`config.mk`:
```
export PLATFORM = sky130hd
export DESIGN_NAME = iic_arbiter
export DESIGN_NICKNAME = d
export VERILOG_FILES = /design/src/rtl/iic_pkg.sv /design/src/rtl/rr_pick.sv /design/src/rtl/iic_arbiter.sv
export SDC_FILE = /design/constraint.sdc
export NUM_CORES = 1
export LEC_CHECK = 0
export BUFFER_PORTS_ARGS = -buffer_cell sky130_fd_sc_hd__buf_2
export CELL_PAD_IN_SITES_DETAIL_PLACEMENT = 2
export CELL_PAD_IN_SITES_GLOBAL_PLACEMENT = 2
export CORE_UTILIZATION = 24
export CTS_BUF_LIST = sky130_fd_sc_hd__clkbuf_2
export DETAILED_ROUTE_END_ITERATION = 10
export PLACE_DENSITY = 0.83
export SYNTH_ARGS = -nofsm -noshare
export SYNTH_HDL_FRONTEND = slang
export SYNTH_SLANG_ARGS = --single-unit
```
`constraint.sdc`:
```
create_clock -name clk_i -period 3.1 [get_ports clk_i]
set_input_delay 0 -clock clk_i [delete_from_list [all_inputs] [get_ports clk_i]]
set_output_delay 0 -clock clk_i [all_outputs]
set_load 0.03 [all_outputs]
```
`src/rtl/iic_pkg.sv`:
```
// Shared definitions for the IIC request arbiter: FSM state encoding and
// default sizing constants.
package iic_pkg;

   localparam int N_REQ    = 4;
   localparam int START_TO = 8;
   localparam int RUN_TO   = 4096;

   typedef enum logic [2:0] {
      IDLE      = 3'd0,
      LAUNCH    = 3'd1,
      WAIT_BUSY = 3'd2,
      RUN       = 3'd3,
      DONE      = 3'd4
   } arb_state_t;

endpackage

```
`src/rtl/rr_pick.sv`:
```
// Combinational round-robin picker: searches req starting one past
// last_grant and returns the first hit as one-hot plus its index.
module rr_pick
   import iic_pkg::*;
#(
   parameter int N_REQ = iic_pkg::N_REQ,
   parameter int IW    = (N_REQ > 1) ? $clog2(N_REQ) : 1
)(
   input  logic [N_REQ-1:0] req,
   input  logic [IW-1:0]    last_grant,
   output logic [N_REQ-1:0] winner,
   output logic [IW-1:0]    winner_idx
);

   always_comb begin
      logic          found;
      logic [IW-1:0] idx;
      winner     = '0;
      winner_idx = '0;
      found      = 1'b0;
      idx        = '0;
      for (int k = 0; k < N_REQ; k++) begin
         idx = IW'((int'(last_grant) + 1 + k) % N_REQ);
         if (!found && req[idx]) begin
            found       = 1'b1;
            winner[idx] = 1'b1;
            winner_idx  = idx;
         end
      end
   end

endmodule

```
`src/rtl/iic_arbiter.sv`:
```
// Arbitrates N_REQ requesters onto one iic_drive instance, sequencing
// launch, busy handshake and completion with start/run timeouts.
//
//   state     | meaning
//   ----------+--------------------------------------------------------
//   IDLE      | no owner; pick round-robin winner when any req is high
//   LAUNCH    | one-cycle start_en pulse with latched transaction fields
//   WAIT_BUSY | waiting for driver busy to rise (START_TO timeout)
//   RUN       | driver busy; finish on busy fall (RUN_TO timeout)
//   DONE      | one-cycle done/done_err to owner; grant clears after
module iic_arbiter
   import iic_pkg::*;
#(
   parameter int N_REQ    = iic_pkg::N_REQ,
   parameter int START_TO = iic_pkg::START_TO,
   parameter int RUN_TO   = iic_pkg::RUN_TO
)(
   input  logic                 clk_i,
   input  logic                 rst,
   input  logic [N_REQ-1:0]     req,
   input  logic [N_REQ-1:0]     req_wr_rd,
   input  logic [8*N_REQ-1:0]   req_dev_addr,
   input  logic [16*N_REQ-1:0]  req_register,
   input  logic [8*N_REQ-1:0]   req_data,
   output logic [N_REQ-1:0]     grant,
   output logic [N_REQ-1:0]     done,
   output logic                 done_err,
   output logic [7:0]           done_rd_data,
   output logic                 start_en,
   output logic                 wr_rd_flag,
   output logic [7:0]           i2c_device_addr,
   output logic [15:0]          register,
   output logic [7:0]           data_byte,
   input  logic                 busy,
   input  logic                 err,
   input  logic [7:0]           rd_data
);

   localparam int IW     = (N_REQ > 1) ? $clog2(N_REQ) : 1;
   localparam int TO_MAX = (RUN_TO > START_TO) ? RUN_TO : START_TO;
   localparam int CW     = $clog2(TO_MAX + 1);
   localparam logic [CW-1:0] START_LAST = CW'(START_TO - 1);
   localparam logic [CW-1:0] RUN_LAST   = CW'(RUN_TO - 1);

   arb_state_t        state, state_nxt;
   logic [CW-1:0]     cnt;
   logic              err_flag;
   logic [IW-1:0]     last_grant;
   logic [N_REQ-1:0]  pick_oh;
   logic [IW-1:0]     pick_idx;
   logic              pick_wr;
   logic [7:0]        pick_addr;
   logic [15:0]       pick_reg;
   logic [7:0]        pick_dat;

   rr_pick #(
      .N_REQ (N_REQ),
      .IW    (IW)
   ) u_rr_pick (
      .req        (req),
      .last_grant (last_grant),
      .winner     (pick_oh),
      .winner_idx (pick_idx)
   );

   always_comb begin
      pick_wr   = 1'b0;
      pick_addr = '0;
      pick_reg  = '0;
      pick_dat  = '0;
      for (int i = 0; i < N_REQ; i++) begin
         if (pick_oh[i]) begin
            pick_wr   = req_wr_rd[i];
            pick_addr = req_dev_addr[8*i +: 8];
            pick_reg  = req_register[16*i +: 16];
            pick_dat  = req_data[8*i +: 8];
         end
      end
   end

   always_ff @(posedge clk_i) begin
      if (rst) state <= IDLE;
      else     state <= state_nxt;
   end

   always_comb begin
      state_nxt = state;
      case (state)
         IDLE:      if (|req) state_nxt = LAUNCH;
         LAUNCH:    state_nxt = WAIT_BUSY;
         WAIT_BUSY: begin
            if (busy)                    state_nxt = RUN;
            else if (cnt == START_LAST)  state_nxt = DONE;
         end
         RUN: begin
            if (!busy)                   state_nxt = DONE;
            else if (cnt == RUN_LAST)    state_nxt = DONE;
         end
         DONE:      state_nxt = IDLE;
         default:   state_nxt = IDLE;
      endcase
   end

   assign start_en = (state == LAUNCH);
   assign done     = (state == DONE) ? grant : '0;
   assign done_err = (state == DONE) & err_flag;

   // Timeout counter restarts on every state change and sticks at all-ones.
   always_ff @(posedge clk_i) begin
      if (rst)                     cnt <= '0;
      else if (state_nxt != state) cnt <= '0;
      else if (cnt != '1)          cnt <= cnt + 1'b1;
   end

   always_ff @(posedge clk_i) begin
      if (rst) begin
         grant           <= '0;
         last_grant      <= IW'(N_REQ - 1);
         err_flag        <= 1'b0;
         wr_rd_flag      <= 1'b0;
         i2c_device_addr <= '0;
         register        <= '0;
         data_byte       <= '0;
         done_rd_data    <= '0;
      end else begin
         case (state)
            IDLE: begin
               if (|req) begin
                  grant           <= pick_oh;
                  last_grant      <= pick_idx;
                  wr_rd_flag      <= pick_wr;
                  i2c_device_addr <= pick_addr;
                  register        <= pick_reg;
                  data_byte       <= pick_dat;
               end
            end
            LAUNCH:    err_flag <= 1'b0;
            WAIT_BUSY: if (!busy && cnt == START_LAST) err_flag <= 1'b1;
            RUN: begin
               if (!busy) begin
                  err_flag     <= err;
                  done_rd_data <= rd_data;
               end else if (cnt == RUN_LAST) begin
                  err_flag <= 1'b1;
               end
            end
            DONE:      grant <= '0;
            default: ;
         endcase
      end
   end

endmodule

```
==> results by group <==
STA
  – Final min period: 3.018 ns
  – RSZ-0062 raised after global routing: yes
  – Final Hold Viols: 0
  – Final setup viols: 0
  – Worst-Margin Slew: 0.7470 ns
  – Worst Slack Setup Final: 0.08214 ns
  – Setup Skew: 0.04401 ns
  – Hold WS: 0.1711 ns
  – Pins over their slew limit: 0
  – Fin crit share: 0.9735
  – Fmax: 331.4 MHz
  – Setup TNS: 0 ns
  – Worst slew margin: 0.4974

GRT
  – Vias in the first global route: 6,707
  – Initial antenna violation count: 6
  – Global-route wire length before repair: 40.80 mm
  – Grt ovf: 0
  – Gr usage total: 0.3026
  – Pin count of the biggest net entering global routing: 36

Pwr
  – Switch Pwr: 0.003350 W
  – Switch share: 0.5431
  – Int Power: 0.002818 W
  – Clock power share: 0.117
  – Pwr dens: 843.2 mW/mm^2
  – Power Total: 0.006169 W
  – Reg power frac: 0.194
  – Combinational cell fraction of total power: 0.688
  – P_leak: 3.055 nW
  – Worst VDD drop: 0.0004193 V

Synthesis
  – Top-count cell post-synth: nor2_1
  – Mapped Cells: 516
  – #FFs+latches synth: 64
  – Distinct cells, synth: 61
  – Syn_area_per_cell: 8.227 um^2
  – Synth Cell Area: 0.004245 mm^2
  – Largest area contributor in the netlist: dfxtp_1
  – Post-synth EDFFs: 0
  – FFs w/ async S/R, synth: 0
  – Warnings from Yosys: 0
  – Ranking of synthesized cells by area: dfxtp_1 30%, a311oi_2 11%, nor2_1 8.8%
  – Most frequent cells after synthesis: 99 x nor2_1, 64 x dfxtp_1, 42 x nand2_1
  – Syn Nets: 672
  – Sequential fraction of the synthesis area: 0.3018
  – Synth top area share: 0.3018
  – Ys flop type: dfxtp_1

Critical path
  – CP Buf/Inv Count: 3
  – Levels on crit path: 10
  – CP Max Fanout: 5
  – Setup slack, reg-to-reg: 0.08 ns
  – R2r worst-path depth: 10
  – WP data required: 3.57 ns
  – CP top delay family: multiplexers
  – Worst stage delay on the critical path: 0.56 ns
  – Worst setup SP type: register
  – Cell Chain, Critical Path: inv_1 > ha_2 > mux4_2 > nor4b_2 > a311oi_2 > buf_4 > a21boi_4 > and3_2 > buf_4 > a311oi_2
  – Crit end category: register
  – Crit path max-delay cell type: mux4_2
  – Worst Path Class, Setup: register to register
  – Worst endpoint data arrival time: 3.49 ns

Placement
  – Placed cells: 913
  – IO Port Bufs: 198
  – Post-place setup slack: -0.007138 ns
  – Dpl hpwl: 13.33 mm
  – Placer Congestion: 0.8624

Finish
  – Area taken by multi-input logic gates: 0.002708 mm^2
  – Flip-flop and latch area: 0.001282 mm^2
  – Fillers: 1,925
  – Area delta synth->final: 72.33%
  – Layout cells sized above 1: 0.3279
  – Final cell count without fillers: 1,097
  – Layout Nets: 1,017

Worst hold path
  – Number of cells on the worst hold path: 5
  – Min-delay worst type: primary input to register

Floorplanning
  – Die width: 135 um
  – Initial Utilization: 0.2454
  – Die H: 135 um
  – Core footprint: 0.01730 mm^2
  – FP Rows: 48
  – Die Footprint: 0.01823 mm^2
  – Ports: 199

Clock network
  – CTS tree: yes
  – Root Buffer: clkbuf_2
  – H-tree depth: 3
  – Clk buf depth: 2
  – Reg clk slew, reported paths: 0.18 ns
  – Clock sink count: 64
  – Cts bufs inserted: 9
  – Worst-skew pair later-pin latency: 0.62 ns

Routing
  – First-iteration detailed-routing DRC count: 299
  – DRT Wirelength: 27.41 mm
  – Antenna-violating nets left: 0
  – 1st-pass router iterations: 6
  – DR WL/cell: 24.99 um
  – Routed via count: 5,871
  – # DRC: 0
  – Vias per inst: 5.352

Flow run
  – Maxcap violations: 0

Outcome
  – Status: finished, final reports clean
==> path summary, 6_finish.rpt <==
path	end	start
worst max-delay path	data_byte[7]	last_grant[1]
worst min-delay path	last_grant[1]	req[1]
worst max register to register	data_byte[7]	last_grant[1]
worst min register to register	cnt[1]	cnt[1]
==> power groups by stage <==
| stage | clock [W] | combinational, W | sequential, W |
|---|---|---|---|
| 2_1_floorplan | 0 | 0.00227 | 0.00148 |
| 3_3_place_gp | 0 | 0.00351 | 0.00116 |
| 3_5_place_dp | 0 | 0.00366 | 0.00117 |
| 4_1_cts | 0.000735 | 0.00384 | 0.00116 |
| 5_1_grt | 0.000767 | 0.00444 | 0.00121 |
| 6_report | 0.000725 | 0.00425 | 0.00120 |
==> placed cells by master, fill, tap and decap left out, drive strengths merged, types with 3 or more instances in the layout <==
cell         synthesis  routed
a221oi               4       4
dlygate4sd3          0     160
ha                   8       8
nor2               100     100
nand2               42      42
o31ai               33      33
and2                 7       7
a311oi              34      34
mux2i               13      13
diode                0       6
dfxtp               64      64
clkbuf              21      10
nand3               36      36
nor3b                3       3
a22oi                3       3
inv                 11      11
buf                 22     216
o22ai                3       3
and4                 3       3
nor3                38      38
and3                 4       4
o21ai                5       5
a21oi                9       9
clkinv               0       3
bufinv               0       3
nor4                 7       7
xnor2                8       8
==> tightest hold or removal path: cells and delay by family <==
kind | cells | cell delay, ns
simple gates | 1 | 0.06
compound gates | 2 | 0.34
mux | 1 | 0.18
buf+inv | 1 | 0.14
==> per-layer routing <==
layer / wire, um / track usage
met1: 11100 / 0.3483
met2: 13190 / 0.5052
met3: 1934 / 0.07995
met4: 1185 / 0.1748
met5: 0 / 0
==> cell type report <==
type                    count  area share
flip-flops and latches     64      0.1753
multi-input cells         398      0.3701
clock buffers               9    0.006157
well taps                 225     0.03848
inverters                  11    0.005644
diodes                      6    0.002052
repair buffers            377      0.3858
clock inverters             7     0.01642
==> through the flow <==
| step | utilization | cell area (um^2) |
|---|---|---|
| 2_1_floorplan | - | 4245 |
| 3_3_place_gp | 0.3164 | 5473 |
| 3_5_place_dp | 0.3164 | 5473 |
| 4_1_cts | 0.4188 | 7243 |
| 5_1_grt | 0.4230 | 7316 |
| 6_report | 0.4230 | 7316 |
==> registers in the layout (all words and copies together), names as in the netlist <==
register,count
cnt,13
data_byte,8
done_rd_data,8
err_flag,1
grant,4
i2c_device_addr,8
last_grant,2
register,16
state,3
wr_rd_flag,1
==> repair_timing <==
action	4_1_cts	5_1_grt
setup buffers	0	1
gates resized for setup	1	6
hold buffers	160	0
pin swaps	0	1
setup endpoints to repair	11	33
gates cloned	0	1
endpoints found under the hold margin	49	0
==> cells by family (layout without fill, tap and decap cells) <==
logic type / count (synthesis) / after routing / share of synthesized area
simple gates: 251 / 251 / 0.2726
xor+xnor: 10 / 10 / 0.02063
other cells: 0 / 6 / 0
buf+inv: 54 / 404 / 0.06897
flops: 64 / 64 / 0.3018
compound gates: 112 / 112 / 0.2632
mux: 17 / 17 / 0.04922
fa+ha+maj: 8 / 8 / 0.02358
No activity file was read; power rests on OpenSTA's default activity.
